[config.mk]
export PLATFORM = sky130hd
export DESIGN_NAME = instr_pipe_chain
export DESIGN_NICKNAME = d
export VERILOG_FILES = /design/src/rtl/instr_pipe_chain.sv
export SDC_FILE = /design/constraint.sdc
export NUM_CORES = 1
export LEC_CHECK = 0
export ABC_AREA = 1
export ABC_CLOCK_PERIOD_IN_PS = 3490
export CORE_MARGIN = 10
export CORE_UTILIZATION = 55
export CTS_CLUSTER_SIZE = 10
export DETAILED_ROUTE_END_ITERATION = 8
export GPL_TIMING_DRIVEN = 0
export PLACE_DENSITY = 0.84
export SLEW_MARGIN = 40
export SYNTH_ARGS = -nofsm -noshare
export SYNTH_HDL_FRONTEND = slang
export SYNTH_SLANG_ARGS = --single-unit
export TNS_END_PERCENT = 20
[constraint.sdc]
create_clock -name clk -period 3.49 [get_ports clk]
set_input_delay 0.698 -clock clk [delete_from_list [all_inputs] [get_ports clk]]
set_output_delay 0.698 -clock clk [all_outputs]
set_load 0.03 [all_outputs]
[src/rtl/instr_pipe_chain.sv]
// -----------------------------------------------------------------------------
// instr_pipe_chain
//   Multi-stage instruction/PC pipeline between fetch and decode/execute.
//   Carries {instr, pc, valid} through STAGES register stages. A global stall
//   holds every stage, and a flush turns every stage into a bubble. The block
//   also reports how many stages hold a valid instruction and counts retired
//   instructions.
//
// Parameters
//   STAGES     number of register stages (>=1); latency in edges
//   INSTR_W    instruction width
//   PC_W       program counter width
//   NOP_INSTR  instruction value held by a bubble stage
//   CNT_W      width of retire_cnt
//
// Ports
//   clk          in   rising-edge clock
//   rst_n        in   asynchronous active-low reset
//   instr_in     in   instruction entering stage 1
//   counter_in   in   PC paired with instr_in
//   valid_in     in   instr_in/counter_in carry a real instruction
//   stall        in   1 = every stage holds and the input is dropped
//   flush        in   1 = every stage becomes a bubble (overrides stall)
//   instr_out    out  last-stage instruction
//   counter_out  out  last-stage PC
//   valid_out    out  last-stage valid
//   occupancy    out  number of stages with valid=1
//   retire_cnt   out  instructions that left the last stage (wraps)
//
// Optional feature (macro PIPE_STAGE_TAP_EN)
//   stage_instr  out  all stage instructions, stage 1 in the LSBs
//   stage_valid  out  per-stage valid, bit 0 = stage 1
//   Used by forwarding/hazard logic. When the macro is undefined these ports
//   are absent and cycle behaviour is otherwise identical.
// -----------------------------------------------------------------------------
module instr_pipe_chain #(
    parameter int                 STAGES    = 3,
    parameter int                 INSTR_W   = 11,
    parameter int                 PC_W      = 6,
    parameter logic [INSTR_W-1:0] NOP_INSTR = '0,
    parameter int                 CNT_W     = 16,
    localparam int                OCC_W     = $clog2(STAGES + 1)
) (
    input  logic                        clk,
    input  logic                        rst_n,
    input  logic [INSTR_W-1:0]          instr_in,
    input  logic [PC_W-1:0]             counter_in,
    input  logic                        valid_in,
    input  logic                        stall,
    input  logic                        flush,
    output logic [INSTR_W-1:0]          instr_out,
    output logic [PC_W-1:0]             counter_out,
    output logic                        valid_out,
    output logic [OCC_W-1:0]            occupancy,
    output logic [CNT_W-1:0]            retire_cnt
`ifdef PIPE_STAGE_TAP_EN
    ,
    output logic [STAGES*INSTR_W-1:0]   stage_instr,
    output logic [STAGES-1:0]           stage_valid
`endif
);

    // Index 0 is stage 1 (entry); index STAGES-1 drives the outputs.
    logic [INSTR_W-1:0] instr_q [STAGES];
    logic [PC_W-1:0]    pc_q    [STAGES];
    logic [STAGES-1:0]  valid_q;

    // NOTE: all state below uses non-blocking assignments so every stage
    // samples its predecessor's pre-edge value; blocking assignments here
    // would ripple one input through the whole chain in a single edge.
    always_ff @(posedge clk or negedge rst_n) begin
        if (!rst_n) begin
            // NOTE: the stage arrays are a handful of flops, not a RAM, so
            // they are reset explicitly; an in-flight instruction must never
            // survive reset.
            for (int i = 0; i < STAGES; i++) begin
                instr_q[i] <= NOP_INSTR;
                pc_q[i]    <= '0;
            end
            valid_q    <= '0;
            retire_cnt <= '0;
        end else if (flush) begin
            // Flush wins over stall; the last-stage instruction is discarded
            // and therefore not counted as retired.
            for (int i = 0; i < STAGES; i++) begin
                instr_q[i] <= NOP_INSTR;
                pc_q[i]    <= '0;
            end
            valid_q <= '0;
        end else if (!stall) begin
            // An invalid input enters as a clean bubble so no stale
            // instruction/PC bits travel down the pipe.
            instr_q[0] <= valid_in ? instr_in   : NOP_INSTR;
            pc_q[0]    <= valid_in ? counter_in : '0;
            valid_q[0] <= valid_in;
            for (int i = 1; i < STAGES; i++) begin
                instr_q[i] <= instr_q[i-1];
                pc_q[i]    <= pc_q[i-1];
                valid_q[i] <= valid_q[i-1];
            end
            // The last stage is leaving this edge.
            if (valid_q[STAGES-1]) begin
                retire_cnt <= retire_cnt + CNT_W'(1);
            end
        end
    end

    assign instr_out   = instr_q[STAGES-1];
    assign counter_out = pc_q[STAGES-1];
    assign valid_out   = valid_q[STAGES-1];

    // NOTE: the accumulator gets its default before the loop, so the block
    // stays purely combinational and no latch is inferred.
    always_comb begin
        occupancy = '0;
        for (int i = 0; i < STAGES; i++) begin
            occupancy = occupancy + OCC_W'(valid_q[i]);
        end
    end

`ifdef PIPE_STAGE_TAP_EN
    always_comb begin
        stage_instr = '0;
        for (int i = 0; i < STAGES; i++) begin
            stage_instr[i*INSTR_W +: INSTR_W] = instr_q[i];
        end
    end

    assign stage_valid = valid_q;
`endif

endmodule

Yosys cells after proc, flatten, opt, wreduce, memory -nomap -nowiden:

Cells that the tools add are included.

* add/sub/neg operators: 3
* bitwise gates (word level): 2
* mux-type cells: 8
* eq/ne operators: 1
* reductions and logical operators: 1

Operators with widths (count)
* 33-bit two-way mux: 2
* 18-bit two-way mux: 2
* 16-bit by 1-bit adder with 16-bit output (second input constant): 1
* 11-bit two-way mux: 1
* 3-bit two-way mux: 2
* 6-bit two-way mux: 1
* 3-bit AND reduction: 1
* 1-bit by 1-bit adder with 2-bit output: 1
* 2-bit by 1-bit adder with 2-bit output: 1
* 2-bit by 1-bit != test with 1-bit output (second input constant): 1
* 1-bit NOT: 2

* register bits after elaboration: 70
* logic and storage cells: 23
* bits of input ports: 22

Depth between registers and ports, before layout:

* depth in word-level cells: 3
* depth in mapped cells: 8

Least setup slack after synthesis:

OpenSTA, ideal clock, no wires.

* kind: register to output
* start: reg valid_q[2]
* end: out occupancy[0]
* path buffers: 0
* cell stages (with the launch flop): 2
* path slack: 1.519 ns
* arrival time: 1.273 ns
* path through: dfrtp_1 fa_1

* word-level cells in the longest chain between the ends: 1

Ends and longest elaborated chain
* start, declared: line 66 `logic [STAGES-1:0] valid_q;`
* start signal, assigned by index: line 99 `valid_q[i] <= valid_q[i-1];`
* 2-bit by 1-bit adder with 2-bit output: line 117 `occupancy = occupancy + OCC_W'(valid_q[i]);`
* end, declared: line 54 `output logic [OCC_W-1:0] occupancy,`

No other way between the ends.

Final worst setup path:

Ends and elaborated chain as after synthesis.

==> results.py <==
metrics = {
    "finish": {
        "drive_gt1_share_pct": 14.1,
        "final_cell_area_um2": 3940,
        "final_cell_mix": "dfrtp_1, clkdlybuf4s50_1, inv_1",
        "final_nets": 410,
        "syn2layout_area_growth_pct": 29.0,
        "final_common_cell": "dfrtp_1",
        "fin_util_pct": 72.5,
        "diodes": 0,
        "stdcell_count": 463,
    },
    "global_routing": {
        "grt_start_max_net_pins": 58,
        "grt_pass1_wl_mm": 11.6,
        "grt_pass1_vias": 2502,
        "grt.total_usage_pct": 16.8,
        "antenna_found_initial": 0,
        "grt_overflow": 0,
    },
    "place": {
        "dp_cells": 447,
        "hpwl_mm": 4.89,
        "place.port_buffers": 56,
        "gp_congestion": 0.836,
        "dpl-instance-area_um2": 3740,
    },
    "critical_path": {
        "path_cells": "fa_1 -> clkdlybuf4s50_1",
        "critPathKind": "register to output pin",
        "cp-endpoint": "occupancy[0]",
        "r2r_end": "retire_cnt[12]$_DFFE_PN0P_",
        "cp_max_fo": 5,
        "cp_top_family": "buffers and inverters",
        "rr_worst_depth": 6,
        "max_stage_delay_ps": 670,
        "cp.depth": 2,
        "crit_start": "valid_q[2]$_DFFE_PN0P_",
        "arrival_ps": 2020,
        "critPathRequiredTime_ps": 2790,
        "slowest_stage": "clkdlybuf4s50_1",
        "crit_buf_inv": 1,
        "end_kind": "output pin",
        "cp-start-kind": "register",
        "r2r_slack_ps": 2140,
        "worstReg2RegStart": "retire_cnt[1]$_DFFE_PN0P_",
    },
    "timing": {
        "worstMarginPinSlew_ps": 424,
        "rsz0062_at_grt": "false",
        "setup_viol": 0,
        "finalClockSkew_ps": 7.31,
        "hold_viol_final": 0,
        "timing.final.crit_period_ps": 2720,
        "period_share_pct": 77.8,
        "finalHoldWorstSlack_ps": 152,
        "max_freq_ghz": 0.368,
        "drv_slew": 0,
        "slew_headroom_pct": 71.7,
    },
    "synthesis": {
        "yosysWarnings": 0,
        "synth-seq-cells": 70,
        "synthDistinctLibCells": 25,
        "synthCells": 318,
        "avgSynthCellArea_um2": 9.62,
        "synth-seq-area-share_pct": 57.3,
        "syn-num-nets": 342,
        "synth_area_um2": 3060,
    },
    "worst_hold_path": {
        "hold_class": "input pin to asynchronous set/reset pin",
    },
    "run_status": {
        "outcome": "finished, final reports clean",
    },
    "cts": {
        "postCtsHoldBufs": 0,
        "postCtsSetupBuffers": 0,
        "cts_made_buffers": 9,
        "cts_resized": 0,
        "cts_tree": "yes",
        "cts_sinks": 70,
        "htree_levels": 3,
        "clkTransAtPathRegs_ps": 80,
        "root_buffer": "clkbuf_8",
        "insertion_delay_ps": 350,
        "ctsLongestPathBuffers": 2,
    },
    "power": {
        "p_leak_uw": 0.00180,
        "p_per_area_nw_per_um2": 422,
        "power_uw": 1670,
        "peakVddDrop_v": 0.000316,
    },
    "die": {
        "dieArea_um2": 8940,
        "die_w_um": 94.6,
        "floorplan.initialDensity_pct": 56.2,
        "coreArea_um2": 5440,
        "fp-row-count": 27,
        "io_pins": 58,
        "die_h_um": 94.6,
    },
    "detailed_routing": {
        "detail_route.wl_per_cell_um": 14.9,
        "antenna_left": 0,
        "remaining_drc_errors": 0,
        "drt_iter0_drc": 144,
        "finalWirelength_mm": 6.90,
        "num_vias": 2369,
        "via_per_inst": 5.12,
        "drtPass1Iterations": 7,
    },
    "job": {
        "drv_cap": 0,
    },
}
-- synth_stat cells --
| library cell | number | area share [%] |
|---|---|---|
| o22ai_1 | 19 | 3.9 |
| nand2_4 | 2 | 0.74 |
| buf_2 | 6 | 0.98 |
| inv_4 | 1 | 0.20 |
| nand4_1 | 3 | 0.61 |
| nand2_1 | 37 | 4.5 |
| o21ai_0 | 35 | 5.7 |
| fa_1 | 1 | 0.65 |
| buf_6 | 1 | 0.37 |
| buf_4 | 18 | 4.4 |
| clkbuf_1 | 5 | 0.61 |
| nor2_4 | 1 | 0.37 |
| nor2_8 | 1 | 0.65 |
| nand2_2 | 2 | 0.41 |
| inv_1 | 48 | 5.9 |
| xnor2_1 | 6 | 1.7 |
| nor2_2 | 3 | 0.61 |
| nand3_2 | 2 | 0.65 |
| nand3_1 | 37 | 6.1 |
| nor2_1 | 12 | 1.5 |
| dfrtp_1 | 70 | 57 |
| o21ai_1 | 2 | 0.33 |
| nand3b_1 | 1 | 0.25 |
| xor2_1 | 4 | 1.1 |
| ha_1 | 1 | 0.41 |
-- registers in the layout, indices dropped and copies added (netlist names) --
signal and flops:
retire_cnt 16, counter_out 6, instr_out 11, valid_q 3
pc_q 12, instr_q 22
-- per-stage QoR --
step                      setup TNS, ps  setup slack (ps)
after global placement           -36460              -523
after global routing                  0               708
after floorplan                       0              1520
after CTS                             0               749
after detailed placement              0              1130
final                                 0               775
-- logic make-up (layout without fill, tap and decap cells) --
logic type / count (synthesis) / in the layout / share of synthesized area (%)
DFF: 70 / 70 / 57.3
AOI/OAI and AO/OA: 56 / 56 / 9.94
adders and majority gates: 2 / 2 / 1.06
xor gates and xnor gates: 10 / 10 / 2.86
and+or+nand+nor: 101 / 101 / 16.4
buffers and inverters: 79 / 152 / 12.5
-- power breakdown --
group | internal (uW) | switching (uW) | total (uW)
clock | 354 | 323 | 677
sequential | 830 | 12.3 | 842
combinational | 60.1 | 87.3 | 147
-- layer usage --
| layer | up-vias | routed length, um | track usage [%] |
|---|---|---|---|
| li1 | 1150 | - | - |
| met1 | 1135 | 2790 | 18.7 |
| met2 | 68 | 3530 | 27.7 |
| met3 | 16 | 426 | 6.90 |
| met4 | 0 | 149 | 7.61 |
| met5 | - | 0 | 0 |
-- cell type report --
cell class                      count  area (um2)
Inverter                           49         186
Multi-Input combinational cell    169         925
Tap cell                           72        90.1
Timing Repair Buffer               57         589
Buffer                             30         195
Fill cell                         394        1500
Clock buffer                       10         138
Clock inverter                      6        68.8
Sequential cell                    70        1750
-- how the worst min path moves through the flow --
stage | end | cells after the start
6_report | instr_q[23]$_DFFE_PN0P_ | 1
5_1_grt | instr_q[12]$_DFFE_PN0P_ | 1
4_1_cts | instr_out[3]$_DFFE_PN0P_ | 1
3_5_place_dp | instr_out[2]$_DFFE_PN0P_ | 2
3_3_place_gp | retire_cnt[15]$_DFFE_PN0P_ | 2
2_1_floorplan | counter_out[0]$_DFFE_PN0P_ | 0
Power figures use the tool's default switching activity.
